===== src/rtl/sine_duty_seq.sv =====
// sine_duty_seq
//   Sample sequencer feeding an 8-bit PWM comparator. A prescaler advances an
//   8-bit phase; the phase is folded onto a 65-entry quarter-wave sine table
//   to produce a rectified sine. The looked-up sample is held as "pending" and
//   handed to the PWM stage only on period_start, so a PWM period never sees a
//   duty change. Output runs as bursts of CYCLES_PER_BURST phase sweeps, each
//   burst followed by a PAUSE_CLKS pause.
//
// Ports
//   clk, rst      clock, asynchronous active-high reset
//   enable        run request (level)
//   period_start  one-cycle pulse from the PWM stage at its counter wrap
//   duty          duty value to the PWM comparator
//   duty_valid    one-cycle pulse in the cycle duty takes a new value
//   theta         current phase
//   state         00 IDLE, 01 RUN, 10 PAUSE
//   burst_done    one-cycle pulse on entry to PAUSE
module sine_duty_seq #(
    parameter int unsigned STEP_DIV         = 5000000,
    parameter int unsigned CYCLES_PER_BURST = 2,
    parameter int unsigned PAUSE_CLKS       = 500000000
) (
    input  logic       clk,
    input  logic       rst,
    input  logic       enable,
    input  logic       period_start,
    output logic [7:0] duty,
    output logic       duty_valid,
    output logic [7:0] theta,
    output logic [1:0] state,
    output logic       burst_done
);

    localparam int PW = (STEP_DIV > 1) ? $clog2(STEP_DIV) : 1;
    localparam int CW = (CYCLES_PER_BURST > 0) ? $clog2(CYCLES_PER_BURST + 1) : 1;
    localparam logic [PW-1:0] PRESC_MAX  = PW'(STEP_DIV - 1);
    localparam logic [CW-1:0] CYC_TARGET = CW'(CYCLES_PER_BURST);
    // PAUSE_CLKS=0 still spends one clock in PAUSE.
    localparam logic [31:0]   PAUSE_LAST = (PAUSE_CLKS == 0) ? 32'd0 : 32'(PAUSE_CLKS - 1);

    typedef enum logic [1:0] {
        IDLE  = 2'b00,
        RUN   = 2'b01,
        PAUSE = 2'b10
    } state_t;

    state_t         st_q, st_d;
    logic [7:0]     theta_q, theta_d;
    logic [PW-1:0]  presc_q, presc_d;
    logic [CW-1:0]  cyc_q, cyc_d;
    logic [31:0]    pause_q, pause_d;
    logic           bd_d;
    logic [7:0]     pend_q, pend_d;
    logic [6:0]     idx;

    // Quarter-wave table: round(255*sin(pi*i/128)), i = 0..64.
    function automatic logic [7:0] sine_rom(input logic [6:0] i);
        logic [7:0] v;
        case (i)
            7'd0:  v = 8'd0;   7'd1:  v = 8'd6;   7'd2:  v = 8'd13;  7'd3:  v = 8'd19;
            7'd4:  v = 8'd25;  7'd5:  v = 8'd31;  7'd6:  v = 8'd37;  7'd7:  v = 8'd44;
            7'd8:  v = 8'd50;  7'd9:  v = 8'd56;  7'd10: v = 8'd62;  7'd11: v = 8'd68;
            7'd12: v = 8'd74;  7'd13: v = 8'd80;  7'd14: v = 8'd86;  7'd15: v = 8'd92;
            7'd16: v = 8'd98;  7'd17: v = 8'd103; 7'd18: v = 8'd109; 7'd19: v = 8'd115;
            7'd20: v = 8'd120; 7'd21: v = 8'd126; 7'd22: v = 8'd131; 7'd23: v = 8'd136;
            7'd24: v = 8'd142; 7'd25: v = 8'd147; 7'd26: v = 8'd152; 7'd27: v = 8'd157;
            7'd28: v = 8'd162; 7'd29: v = 8'd167; 7'd30: v = 8'd171; 7'd31: v = 8'd176;
            7'd32: v = 8'd180; 7'd33: v = 8'd185; 7'd34: v = 8'd189; 7'd35: v = 8'd193;
            7'd36: v = 8'd197; 7'd37: v = 8'd201; 7'd38: v = 8'd205; 7'd39: v = 8'd208;
            7'd40: v = 8'd212; 7'd41: v = 8'd215; 7'd42: v = 8'd219; 7'd43: v = 8'd222;
            7'd44: v = 8'd225; 7'd45: v = 8'd228; 7'd46: v = 8'd231; 7'd47: v = 8'd233;
            7'd48: v = 8'd236; 7'd49: v = 8'd238; 7'd50: v = 8'd240; 7'd51: v = 8'd242;
            7'd52: v = 8'd244; 7'd53: v = 8'd246; 7'd54: v = 8'd247; 7'd55: v = 8'd249;
            7'd56: v = 8'd250; 7'd57: v = 8'd251; 7'd58: v = 8'd252; 7'd59: v = 8'd253;
            7'd60: v = 8'd254; 7'd61: v = 8'd254; 7'd62: v = 8'd255; 7'd63: v = 8'd255;
            default: v = 8'd255;
        endcase
        return v;
    endfunction

    // Fold the phase onto the quarter wave; bit 7 is ignored (rectified).
    assign idx = theta_q[6] ? (7'd64 - {1'b0, theta_q[5:0]}) : {1'b0, theta_q[5:0]};

    always_ff @(posedge clk or posedge rst) begin
        if (rst) begin
            st_q       <= IDLE;
            theta_q    <= '0;
            presc_q    <= '0;
            cyc_q      <= '0;
            pause_q    <= '0;
            burst_done <= 1'b0;
            pend_q     <= '0;
            duty       <= '0;
            duty_valid <= 1'b0;
        end else begin
            st_q       <= st_d;
            theta_q    <= theta_d;
            presc_q    <= presc_d;
            cyc_q      <= cyc_d;
            pause_q    <= pause_d;
            burst_done <= bd_d;
            pend_q     <= pend_d;
            // The PWM stage only ever sees a sample captured before this edge.
            if (period_start) duty <= pend_q;
            duty_valid <= period_start;
        end
    end

    always_comb begin
        st_d    = st_q;
        theta_d = theta_q;
        presc_d = presc_q;
        cyc_d   = cyc_q;
        pause_d = pause_q;
        bd_d    = 1'b0;
        case (st_q)
            IDLE: begin
                theta_d = '0;
                presc_d = '0;
                cyc_d   = '0;
                pause_d = '0;
                if (enable) st_d = RUN;
            end
            RUN: begin
                if (!enable) begin
                    st_d    = IDLE;
                    theta_d = '0;
                    presc_d = '0;
                    cyc_d   = '0;
                    pause_d = '0;
                end else if (presc_q == PRESC_MAX) begin
                    presc_d = '0;
                    theta_d = theta_q + 8'd1;
                    if (theta_q == 8'd255) begin
                        cyc_d = cyc_q + 1'b1;
                        if (CYCLES_PER_BURST != 0 && cyc_d == CYC_TARGET) begin
                            st_d    = PAUSE;
                            bd_d    = 1'b1;
                            cyc_d   = '0;
                            pause_d = '0;
                        end
                    end
                end else begin
                    presc_d = presc_q + 1'b1;
                end
            end
            PAUSE: begin
                theta_d = '0;
                presc_d = '0;
                if (!enable) begin
                    st_d    = IDLE;
                    cyc_d   = '0;
                    pause_d = '0;
                end else if (pause_q == PAUSE_LAST) begin
                    st_d    = RUN;
                    pause_d = '0;
                end else begin
                    pause_d = pause_q + 32'd1;
                end
            end
            default: begin
                st_d    = IDLE;
                theta_d = '0;
                presc_d = '0;
                cyc_d   = '0;
                pause_d = '0;
            end
        endcase
        // Pending is cleared on the same edge that leaves RUN, so IDLE/PAUSE
        // never carry a stale sample.
        pend_d = (st_d == RUN) ? sine_rom(idx) : 8'd0;
    end

    assign theta = theta_q;
    assign state = st_q;

endmodule

===== config.mk =====
export PLATFORM = sky130hd
export DESIGN_NAME = sine_duty_seq
export DESIGN_NICKNAME = d
export VERILOG_FILES = /design/src/rtl/sine_duty_seq.sv
export SDC_FILE = /design/constraint.sdc
export NUM_CORES = 1
export LEC_CHECK = 0
export CAP_MARGIN = 10
export CORE_ASPECT_RATIO = 0.9
export CORE_MARGIN = 4
export CORE_UTILIZATION = 61
export DETAILED_ROUTE_END_ITERATION = 8
export PLACE_DENSITY = 0.87
export RECOVER_POWER = 25
export SLEW_MARGIN = 5
export SYNTH_ARGS = -nofsm -noshare
export SYNTH_HDL_FRONTEND = slang
export SYNTH_SLANG_ARGS = --single-unit

===== constraint.sdc =====
create_clock -name clk -period 3.7 [get_ports clk]
set_input_delay 0.37 -clock clk [delete_from_list [all_inputs] [get_ports clk]]
set_output_delay 0.37 -clock clk [all_outputs]
set_load 0.01 [all_outputs]

==> results.cfg <==
[yosys]
synth_area_leaders = dfrtp_1 42%, o21ai_0 4.2%, nand2_1 3.9%
syn_avg_cell_area_sq_um = 9.193
async_flop_share_pct = 100.0
synthDistinctLibCells = 69
ys_seq_area_share_pct = 42.30
yosysTopAreaCellShare_pct = 42.30
synth_cells = 547
synthesis.nets = 563
yosys.area.top_type = dfrtp_1
yosys_warnings = 0
synth-edff-count = 0
synth.cell_area_sq_um = 5029
ys.flop_type = dfrtp_1
ys_ff_latch = 85

[global_route]
antenna_found_initial = 0
grt_max_degree = 34
grt_use_total_pct = 23.98
grt_pass1_vias = 3976
grt_pass1_wl_mm = 19.18
overflow = 0

[setup_path]
slowest_stage = clkinv_1
critPathCaptureType = flip-flop
crit_fanout = 12
arrival_ps = 3370
cpMostUsedCell = ha_1
cpPeakStageDelay_ps = 490
cp.buffers_inverters = 2
ff2ff_setup_slack_ps = 640
crit_family = adder cells
worstPathRequired_ps = 4010
worstPathCellList = inv_1, ha_1, nand2_1, o21ai_1, clkinv_1, ha_1, mux4_2, a21oi_1, o221a_2
startpoint_type = flip-flop
critical_path_class = reg2reg

[place]
gp_congestion = 0.8708
dpl_cell_area_sq_um = 5331
dp_worst_setup_slack_ps = 672.1
dp_cells = 651
dp_hpwl_mm = 7.736
io_buffers = 23

[layout]
area_delta_synth_final_pct = 10.03
antenna_cells = 0
fin_cells = 667
final_cell_mix = 85 x dfrtp_1, 52 x nand2_1, 51 x nor2_1
drive_gt1_share_pct = 11.09
fin_nets = 579
mostFrequentLayoutCell = dfrtp_1
design_area_sq_um = 5533
post-route-util_pct = 68.91

[clock_network]
postCtsSetupRepairBufs = 0
ctsHoldBuffers = 0
path_clk_slew_ps = 100
cts_tree = done
post_cts_resized = 0
clk_latency_ps = 360
cts.htree.levels = 3
cts_buffers = 9
clock_path_buffers = 2
cts_root_buf = clkbuf_8
clock_sinks = 85

[die]
start_util_pct = 62.63
die_x_um = 103.7
fp.dieH_um = 94.14
dieArea_sq_um = 9762
core_area_sq_um = 8029
design.portCount = 24
num_rows = 31

[routing]
drt_wl_total_mm = 11.18
wl_per_cell_um = 16.76
firstDrtPassIters = 7
avgViaCountPerCell = 6.427
drcViolationCount = 0
ant_nets = 0
vias = 4287
drtIter0Drc = 443

[pwr]
seq_power_share_pct = 56.2
p_per_area_nw_per_um2 = 299.7
irDropWorstVdd_v = 0.0001891
power_mw = 1.658
power_switching_mw = 0.3954
combinationalPowerShare_pct = 3.0
p_clk_share_pct = 40.8
p_leak_nw = 2.242
p_sw_share_pct = 23.85
internal_power_mw = 1.263

[sta]
rsz0062_at_grt = false
timing.final.crit_share_pct = 82.83
holdWs_ps = 493.2
setup_viol = 0
finalClockSkew_ps = 17.39
tightest_slew_ps = 1368
min_period_ps = 3065
timing.final.hold_violations = 0
final-max-slew-violation-count = 0
fmax_mhz = 326.3
fin_ws_ps = 635.2
setup_tns_ps = 0
slew_headroom_pct = 8.267

[hold_path]
hp-class = reg2reg

[outcome]
outcome = completed

[run]
maxCapViolCount = 0
## kinds of logic after synthesis
family / count (synthesis) / share of synthesized area [%]
AND/OR/NAND/NOR: 224 / 23.04
AO/OA/AOI/OAI: 127 / 17.14
flip-flops: 85 / 42.30
buffers and inverters: 45 / 3.881
XOR/XNOR: 40 / 7.116
multiplexers: 14 / 3.533
adder cells (fa/ha/maj): 12 / 2.986
## power groups by stage
stage	clock, mW	combinational (mW)	sequential (mW)
after floorplan	0	0.0334	0.951
after global placement	0	0.0510	0.951
after detailed placement	0	0.0521	0.951
after global routing	0.734	0.0572	0.933
final	0.676	0.0501	0.932
after CTS	0.691	0.0524	0.932
## final cells by class
class,instances,area (sq um)
clock inverter,7,81.33
inverter,16,61.31
clock buffer,9,123.9
multi-input combinational,417,2706
tap,99,123.9
timing repair buffer,34,309.0
fill,588,2496
sequential,85,2127
## state kept, by name, indices dropped and copies added, names as in the netlist
signal      count
pause_q        32
presc_q        23
duty            8
pend_q          8
theta           8
cyc_q           2
state           2
burst_done      1
duty_valid      1
## per-layer routing
layer  up-vias  track usage, %  wire, um
met3        20           4.605       808
met5         -               0         0
li1       2021               -         -
met2       191           39.38      5320
met1      2055           32.52      4916
met4         0           7.530       135
## synthesized netlist by cell type, types with 5 or more instances
cell      count
a21o_1        6
nand2b_1      5
o21ai_0      42
nor2_1       51
nor4_1        5
o31ai_1       9
dfrtp_1      85
a21oi_1      21
buf_2         9
ha_1         12
mux2_2       10
inv_1        15
and3_1        7
or3_1         6
xnor2_1      22
xor2_1       17
clkbuf_1     17
nand2_1      52
nor3_1       22
nand3_1      27
nand4_1      16
a211oi_1      8
nor2b_1       5
## final timing paths
kind	end	cells past startpoint	from
max	pend_q[0]$_DFF_PP0_	9	theta[1]$_DFFE_PP0P_
min	duty[7]$_DFFE_PP0P_	1	pend_q[7]$_DFF_PP0_
max reg2reg	pend_q[0]$_DFF_PP0_	9	theta[1]$_DFFE_PP0P_
min reg2reg	duty[7]$_DFFE_PP0P_	1	pend_q[7]$_DFF_PP0_
max in group asynchronous	presc_q[17]$_DFF_PP0_	3	rst
min in group asynchronous	pause_q[5]$_DFFE_PP0P_	2	rst
(Power assumes the default switching activity.)
